--- config.mk ---
export PLATFORM = sky130hd
export DESIGN_NAME = load_store_unit
export DESIGN_NICKNAME = d
export VERILOG_FILES = /design/src/rtl/lsu_pkg.sv /design/src/rtl/lsu_lane_align.sv /design/src/rtl/load_store_unit.sv
export SDC_FILE = /design/constraint.sdc
export NUM_CORES = 1
export LEC_CHECK = 0
export CAP_MARGIN = 10
export CORE_AREA = 2 2 163 149
export DETAILED_ROUTE_END_ITERATION = 16
export DIE_AREA = 0 0 165 151
export SLEW_MARGIN = 15
export SYNTH_ARGS = -nofsm -noshare
export SYNTH_HDL_FRONTEND = slang
export SYNTH_HIERARCHICAL = 1
export SYNTH_SLANG_ARGS = --single-unit
--- constraint.sdc ---
create_clock -name clk -period 6.7 [get_ports clk]
set_input_delay 1.34 -clock clk [delete_from_list [all_inputs] [get_ports clk]]
set_output_delay 1.34 -clock clk [all_outputs]
set_load 0.1 [all_outputs]
--- src/rtl/lsu_pkg.sv ---
// Shared types and constants for the load/store unit.
//   mem_size_e   : request access size encoding (matches req_size)
//   lsu_state_e  : controller state, also exported on the debug port
//   LANE_BYTES   : byte lanes per RAM word
//   is_misaligned: alignment/legality check for a request
package lsu_pkg;

  localparam int WORD_BITS  = 32;
  localparam int LANE_BYTES = WORD_BITS / 8;

  typedef enum logic [1:0] {
    BYTE    = 2'b00,
    HALF    = 2'b01,
    WORD    = 2'b10,
    ILLEGAL = 2'b11
  } mem_size_e;

  typedef enum logic [2:0] {
    IDLE    = 3'd0,
    READ    = 3'd1,
    CAPTURE = 3'd2,
    WRITE   = 3'd3,
    RESP    = 3'd4
  } lsu_state_e;

  // A request faults when its size is illegal or its address is not a
  // multiple of the access size.
  function automatic logic is_misaligned(mem_size_e size, logic [1:0] offset);
    logic bad;
    case (size)
      BYTE:    bad = 1'b0;
      HALF:    bad = offset[0];
      WORD:    bad = (offset != 2'b00);
      default: bad = 1'b1;
    endcase
    return bad;
  endfunction

endpackage

--- src/rtl/lsu_lane_align.sv ---
// Combinational lane logic for the load/store unit.
//   word        : RAM word as read back
//   offset      : byte offset of the access within the word
//   size        : access size
//   is_unsigned : zero-extend loads instead of sign-extend
//   store_data  : low half of the store data (only bytes/halves are merged)
//   load_data   : selected lane, extended to a full word
//   merge_data  : word with the store lane replaced, other bytes preserved
module lsu_lane_align
  import lsu_pkg::*;
(
  input  logic [WORD_BITS-1:0] word,
  input  logic [1:0]           offset,
  input  mem_size_e            size,
  input  logic                 is_unsigned,
  input  logic [15:0]          store_data,
  output logic [WORD_BITS-1:0] load_data,
  output logic [WORD_BITS-1:0] merge_data
);

  logic [7:0]  byte_lane;
  logic [15:0] half_lane;

  always_comb begin
    // Little-endian: byte k lives in bits 8k+7:8k.
    byte_lane = word[{offset, 3'b000} +: 8];
    half_lane = offset[1] ? word[31:16] : word[15:0];

    load_data = word;
    case (size)
      BYTE: load_data = is_unsigned ? {24'h0, byte_lane}
                                    : {{24{byte_lane[7]}}, byte_lane};
      HALF: load_data = is_unsigned ? {16'h0, half_lane}
                                    : {{16{half_lane[15]}}, half_lane};
      default: load_data = word;
    endcase

    merge_data = word;
    case (size)
      BYTE: merge_data[{offset, 3'b000} +: 8] = store_data[7:0];
      HALF: begin
        if (offset[1]) merge_data[31:16] = store_data;
        else           merge_data[15:0]  = store_data;
      end
      default: merge_data = word;
    endcase
  end

endmodule

--- src/rtl/load_store_unit.sv ---
// Load/store unit between the core datapath and a word-addressed RAM with
// one-cycle registered read latency and no byte enables. Sub-word stores are
// done as read-modify-write.
// Ports:
//   clk, rst (async, active-low)
//   req_*  : request channel. A request transfers on a rising edge where
//            req_valid && req_ready; the requester holds it stable until
//            then. req_ready is high only while idle, so one request is in
//            flight at a time.
//   rsp_*  : rsp_valid is a one-cycle completion pulse; rsp_rdata and
//            rsp_misaligned are valid with it and hold until the next one.
//   mem_*  : RAM port; mem_read_data is valid the cycle after mem_addr.
//   debug_state : current controller state.
module load_store_unit
  import lsu_pkg::*;
#(
  parameter int ADDR_SIZE = 32,
  parameter int DATA_SIZE = 32
) (
  input  logic                 clk,
  input  logic                 rst,
  input  logic                 req_valid,
  output logic                 req_ready,
  input  logic                 req_write,
  input  logic [1:0]           req_size,
  input  logic                 req_unsigned,
  input  logic [ADDR_SIZE-1:0] req_addr,
  input  logic [DATA_SIZE-1:0] req_wdata,
  output logic                 rsp_valid,
  output logic [DATA_SIZE-1:0] rsp_rdata,
  output logic                 rsp_misaligned,
  output logic [ADDR_SIZE-1:0] mem_addr,
  output logic                 mem_write_enable,
  output logic [DATA_SIZE-1:0] mem_write_data,
  input  logic [DATA_SIZE-1:0] mem_read_data,
  output lsu_state_e           debug_state
);

  lsu_state_e state_q, state_d;

  // Latched request fields.
  logic       write_q;
  mem_size_e  size_q;
  logic       unsigned_q;
  logic [1:0] offset_q;
  logic [15:0] wdata_q;

  logic [ADDR_SIZE-1:0] mem_addr_q;
  logic [DATA_SIZE-1:0] mem_wdata_q;
  logic [DATA_SIZE-1:0] rsp_rdata_q;
  logic                 rsp_mis_q;

  mem_size_e req_size_e;
  logic      accept;
  logic      req_bad;

  logic [DATA_SIZE-1:0] load_data;
  logic [DATA_SIZE-1:0] merge_data;

  assign req_size_e = mem_size_e'(req_size);
  assign accept     = (state_q == IDLE) && req_valid;
  assign req_bad    = is_misaligned(req_size_e, req_addr[1:0]);

  lsu_lane_align u_lane_align (
    .word        (mem_read_data),
    .offset      (offset_q),
    .size        (size_q),
    .is_unsigned (unsigned_q),
    .store_data  (wdata_q),
    .load_data   (load_data),
    .merge_data  (merge_data)
  );

  always_comb begin
    state_d = state_q;
    case (state_q)
      IDLE: begin
        if (req_valid) begin
          if (req_bad)                            state_d = RESP;
          else if (req_write && req_size_e == WORD) state_d = WRITE;
          else                                    state_d = READ;
        end
      end
      READ:    state_d = CAPTURE;
      CAPTURE: state_d = write_q ? WRITE : RESP;
      WRITE:   state_d = RESP;
      RESP:    state_d = IDLE;
      default: state_d = IDLE;
    endcase
  end

  always_ff @(posedge clk or negedge rst) begin
    if (!rst) begin
      state_q     <= IDLE;
      write_q     <= 1'b0;
      size_q      <= BYTE;
      unsigned_q  <= 1'b0;
      offset_q    <= 2'b00;
      wdata_q     <= '0;
      mem_addr_q  <= '0;
      mem_wdata_q <= '0;
      rsp_rdata_q <= '0;
      rsp_mis_q   <= 1'b0;
    end else begin
      state_q <= state_d;
      if (accept) begin
        write_q    <= req_write;
        size_q     <= req_size_e;
        unsigned_q <= req_unsigned;
        offset_q   <= req_addr[1:0];
        wdata_q    <= req_wdata[15:0];
        mem_addr_q <= {req_addr[ADDR_SIZE-1:2], 2'b00};
        if (req_bad) begin
          rsp_rdata_q <= '0;
          rsp_mis_q   <= 1'b1;
        end else if (req_write && req_size_e == WORD) begin
          mem_wdata_q <= req_wdata;
        end
      end
      // Response registers only change on the way into RESP, so they hold
      // their value between responses.
      if (state_q == CAPTURE) begin
        if (write_q) begin
          mem_wdata_q <= merge_data;
        end else begin
          rsp_rdata_q <= load_data;
          rsp_mis_q   <= 1'b0;
        end
      end
      if (state_q == WRITE) begin
        rsp_rdata_q <= '0;
        rsp_mis_q   <= 1'b0;
      end
    end
  end

  // Decoded straight from the state register so that an async reset drops
  // the write strobe immediately.
  assign mem_write_enable = (state_q == WRITE);
  assign req_ready        = (state_q == IDLE);
  assign rsp_valid        = (state_q == RESP);
  assign rsp_rdata        = rsp_rdata_q;
  assign rsp_misaligned   = rsp_mis_q;
  assign mem_addr         = mem_addr_q;
  assign mem_write_data   = mem_wdata_q;
  assign debug_state      = state_q;

endmodule

==> metrics.yaml <==
timing:
  finalMaxSlewViolations: 0
  finalSetupTns_ps: 0
  rsz0062_at_grt: "no"
  max_freq_mhz: 241.7
  skew_ps: 10.04
  relSlewSlack: 0.2239
  worstMarginPinSlew_ps: 1155
  setup_viol: 0
  final_hold_viol_count: 0
  post-route-min-period_ps: 4138
  period_share: 0.6176
floorplan:
  initial_core_util: 0.3152
  dieArea_um2: 24920
  std_cell_rows: 53
  core_um2: 23140
  die_w_um: 165
  io_pins: 206
  chipHeight_um: 151
route:
  met1Wirelength_um: 12330
  avgRoutedWirePerCell_um: 20.86
  remaining_drc_errors: 0
  top_layer: "met4"
  ant_nets: 0
  vias: 7471
  route.met3.wl_um: 2711
  vias_per_cell: 5.546
  route.met2.wl_um: 12530
  drt_iter0_drc: 795
  wirelength_um: 28100
  drtPass1Iterations: 5
synth:
  synth_edf_count: 0
  synthCells: 888
  synth-main-ff-cell: "dfrtp_1"
  synth_cell_type_count: 51
  syn_area_um2: 7294
  yosys_warnings: 6
  ys_ff_latch: 120
  synth.yosys.seq_area_share: 0.4117
  syn_area_per_cell_um2: 8.215
  synthArstFlopShare: 1.000
placement:
  dp_hpwl_um: 19050
  io_buffers: 203
  dpl_cell_area_um2: 9399
  gp_congestion: 0.9334
final_layout:
  num_antenna_cells: 0
  drive_gt1_frac: 0.05742
  final_nets: 1140
  multi_input_area_um2: 3826
  regArea_um2: 3003
  syn2layout_area_growth_pct: 37.03
  num-fill-cells: 2313
  final_area_um2: 9996
setup_path:
  start_kind: "flip-flop"
  crit_chain: "and2_1 > clkdlybuf4s50_1"
  crit_buf_inv: 1
  cpPeakStageDelay_ps: 1130
  crit_fanout: 38
  crit_start: "debug_state[0]$_DFFE_PN0P_"
  criticalPathCategory: "flip-flop to output pin"
  cp_top_family: "buffers and inverters"
  slowest_stage: "clkdlybuf4s50_1"
  crit_required_ps: 5360
  crit_arrival_ps: 2800
  critPathCaptureType: "output pin"
  timing.rr.start: "offset_q[1]$_DFFE_PN0N_"
global_routing:
  grtUsageTotal: 0.2250
  grt_pass1_wl_um: 42510
  grt_pass1_vias: 7147
  grt_max_degree: 83
  grt_overflow_total: 0
  antenna_found_initial: 0
clocking:
  cts_resized: 0
  clkLatencyLatePin_ps: 420
  ctsHoldBuffers: 0
  cts_max_level: 4
  clockBufferDepth: 2
  cts_setup_buffers: 0
  clkSlewWorstSetupHoldPaths_ps: 60
  cts_sinks: 120
  cts_tree: "built"
  cts-root-buf: "clkbuf_16"
  numCtsBuffers: 17
status:
  status: "complete, no violations"
min_path:
  hold_class: "flip-flop to flip-flop"
  min_from: "mem_addr[7]$_DFFE_PN0N_"
flow_run:
  drv_cap: 0
registers in the layout, summed over array words and instances (netlist names):
register,count
debug_state,3
offset_q,2
rsp_misaligned,1
size_q,2
rsp_rdata,32
write_q,1
mem_write_data,32
mem_addr,30
wdata_q,16
unsigned_q,1
cell usage after synthesis (all sizes together) (20+ instances only):
cell,number,area [um^2]
o21bai,28,210.2
nor2,39,146.4
clkbuf,63,237.7
a31oi,34,212.7
nand2b,20,125.1
o21ai,48,240.2
o31ai,59,442.9
nand4,32,200.2
buf,29,190.2
nand2,227,852.1
a22oi,61,457.9
dfrtp,120,3003
metrics by stage:
| step | setup WS, ps | util | cells | hold WS (ps) |
|---|---|---|---|---|
| 2_1_floorplan | 2084 | - | 889 | 445.5 |
| 3_3_place_gp | 3006 | 0.4061 | 1315 | 456.3 |
| 3_5_place_dp | 2972 | 0.4061 | 1315 | 461.4 |
| 4_1_cts | 2538 | 0.4316 | 1347 | 476.3 |
| 5_1_grt | 2408 | 0.4319 | 1347 | 499.8 |
| 6_report | 2562 | 0.4319 | 1347 | 472.0 |
placed cells by master (no fill, tap or decap), types with 4 or more instances in the layout:
cell type          n
a21oi_1           12
a221o_1            8
a222oi_1           8
a22o_1             9
a22oi_1           61
a31oi_1           34
buf_4             14
clkbuf_16         17
clkdlybuf4s50_1  202
clkinv_2           4
dfrtp_1          120
ha_1               5
inv_1             18
nand2_1          227
nand2b_1          20
nand4_1           32
nor2_1            39
nor2b_1           12
nor3_1             7
o21ai_0           48
o21bai_1          28
o221ai_1           6
o31ai_1           59
cells by family (layout without fill, tap and decap cells):
| kind of cell | Yosys count | count (layout) | share of synthesized area |
|---|---|---|---|
| and+or+nand+nor | 358 | 358 | 0.2202 |
| AOI/OAI and AO/OA | 288 | 288 | 0.2832 |
| DFF | 120 | 120 | 0.4117 |
| buffers and inverters | 111 | 267 | 0.06844 |
| adders and majority gates | 5 | 5 | 0.008576 |
| muxes | 5 | 5 | 0.007375 |
| other | 1 | 2 | 0.0005141 |
routing by layer:
layer,global-route usage,vias up
met3,0.06407,32
li1,-,3496
met2,0.3358,341
met5,0,-
met4,0.07217,0
met1,0.3140,3602
worst min-delay path: cells and delay by family, from the launching register on:
kind / cells / cell delay (ps)
simple gates: 2 / 100
flops: 1 / 340
path summary, 6_finish.rpt:
check                                               end  slack [ps]  cells past startpoint
max reg2reg                mem_write_data[27]$_DFF_PN0_        3390                      8
max in group asynchronous  mem_write_data[26]$_DFF_PN0_        4370                      2
min                             mem_addr[7]$_DFFE_PN0N_         470                      2
min reg2reg                     mem_addr[7]$_DFFE_PN0N_         470                      2
max                                    mem_write_enable        2560                      2
min in group asynchronous      mem_addr[19]$_DFFE_PN0N_        1070                      1
area by class of cell:
type / count / share of cell area
Inverter: 19 / 0.007135
Clock buffer: 21 / 0.04706
Sequential cell: 120 / 0.3004
Timing Repair Buffer: 216 / 0.2128
Multi-Input combinational cell: 658 / 0.3828
Tap cell: 302 / 0.03780
Clock inverter: 11 / 0.01202
Power is not shown: default switching activity piles up to over one toggle a cycle in this logic, so the estimate is an artifact.
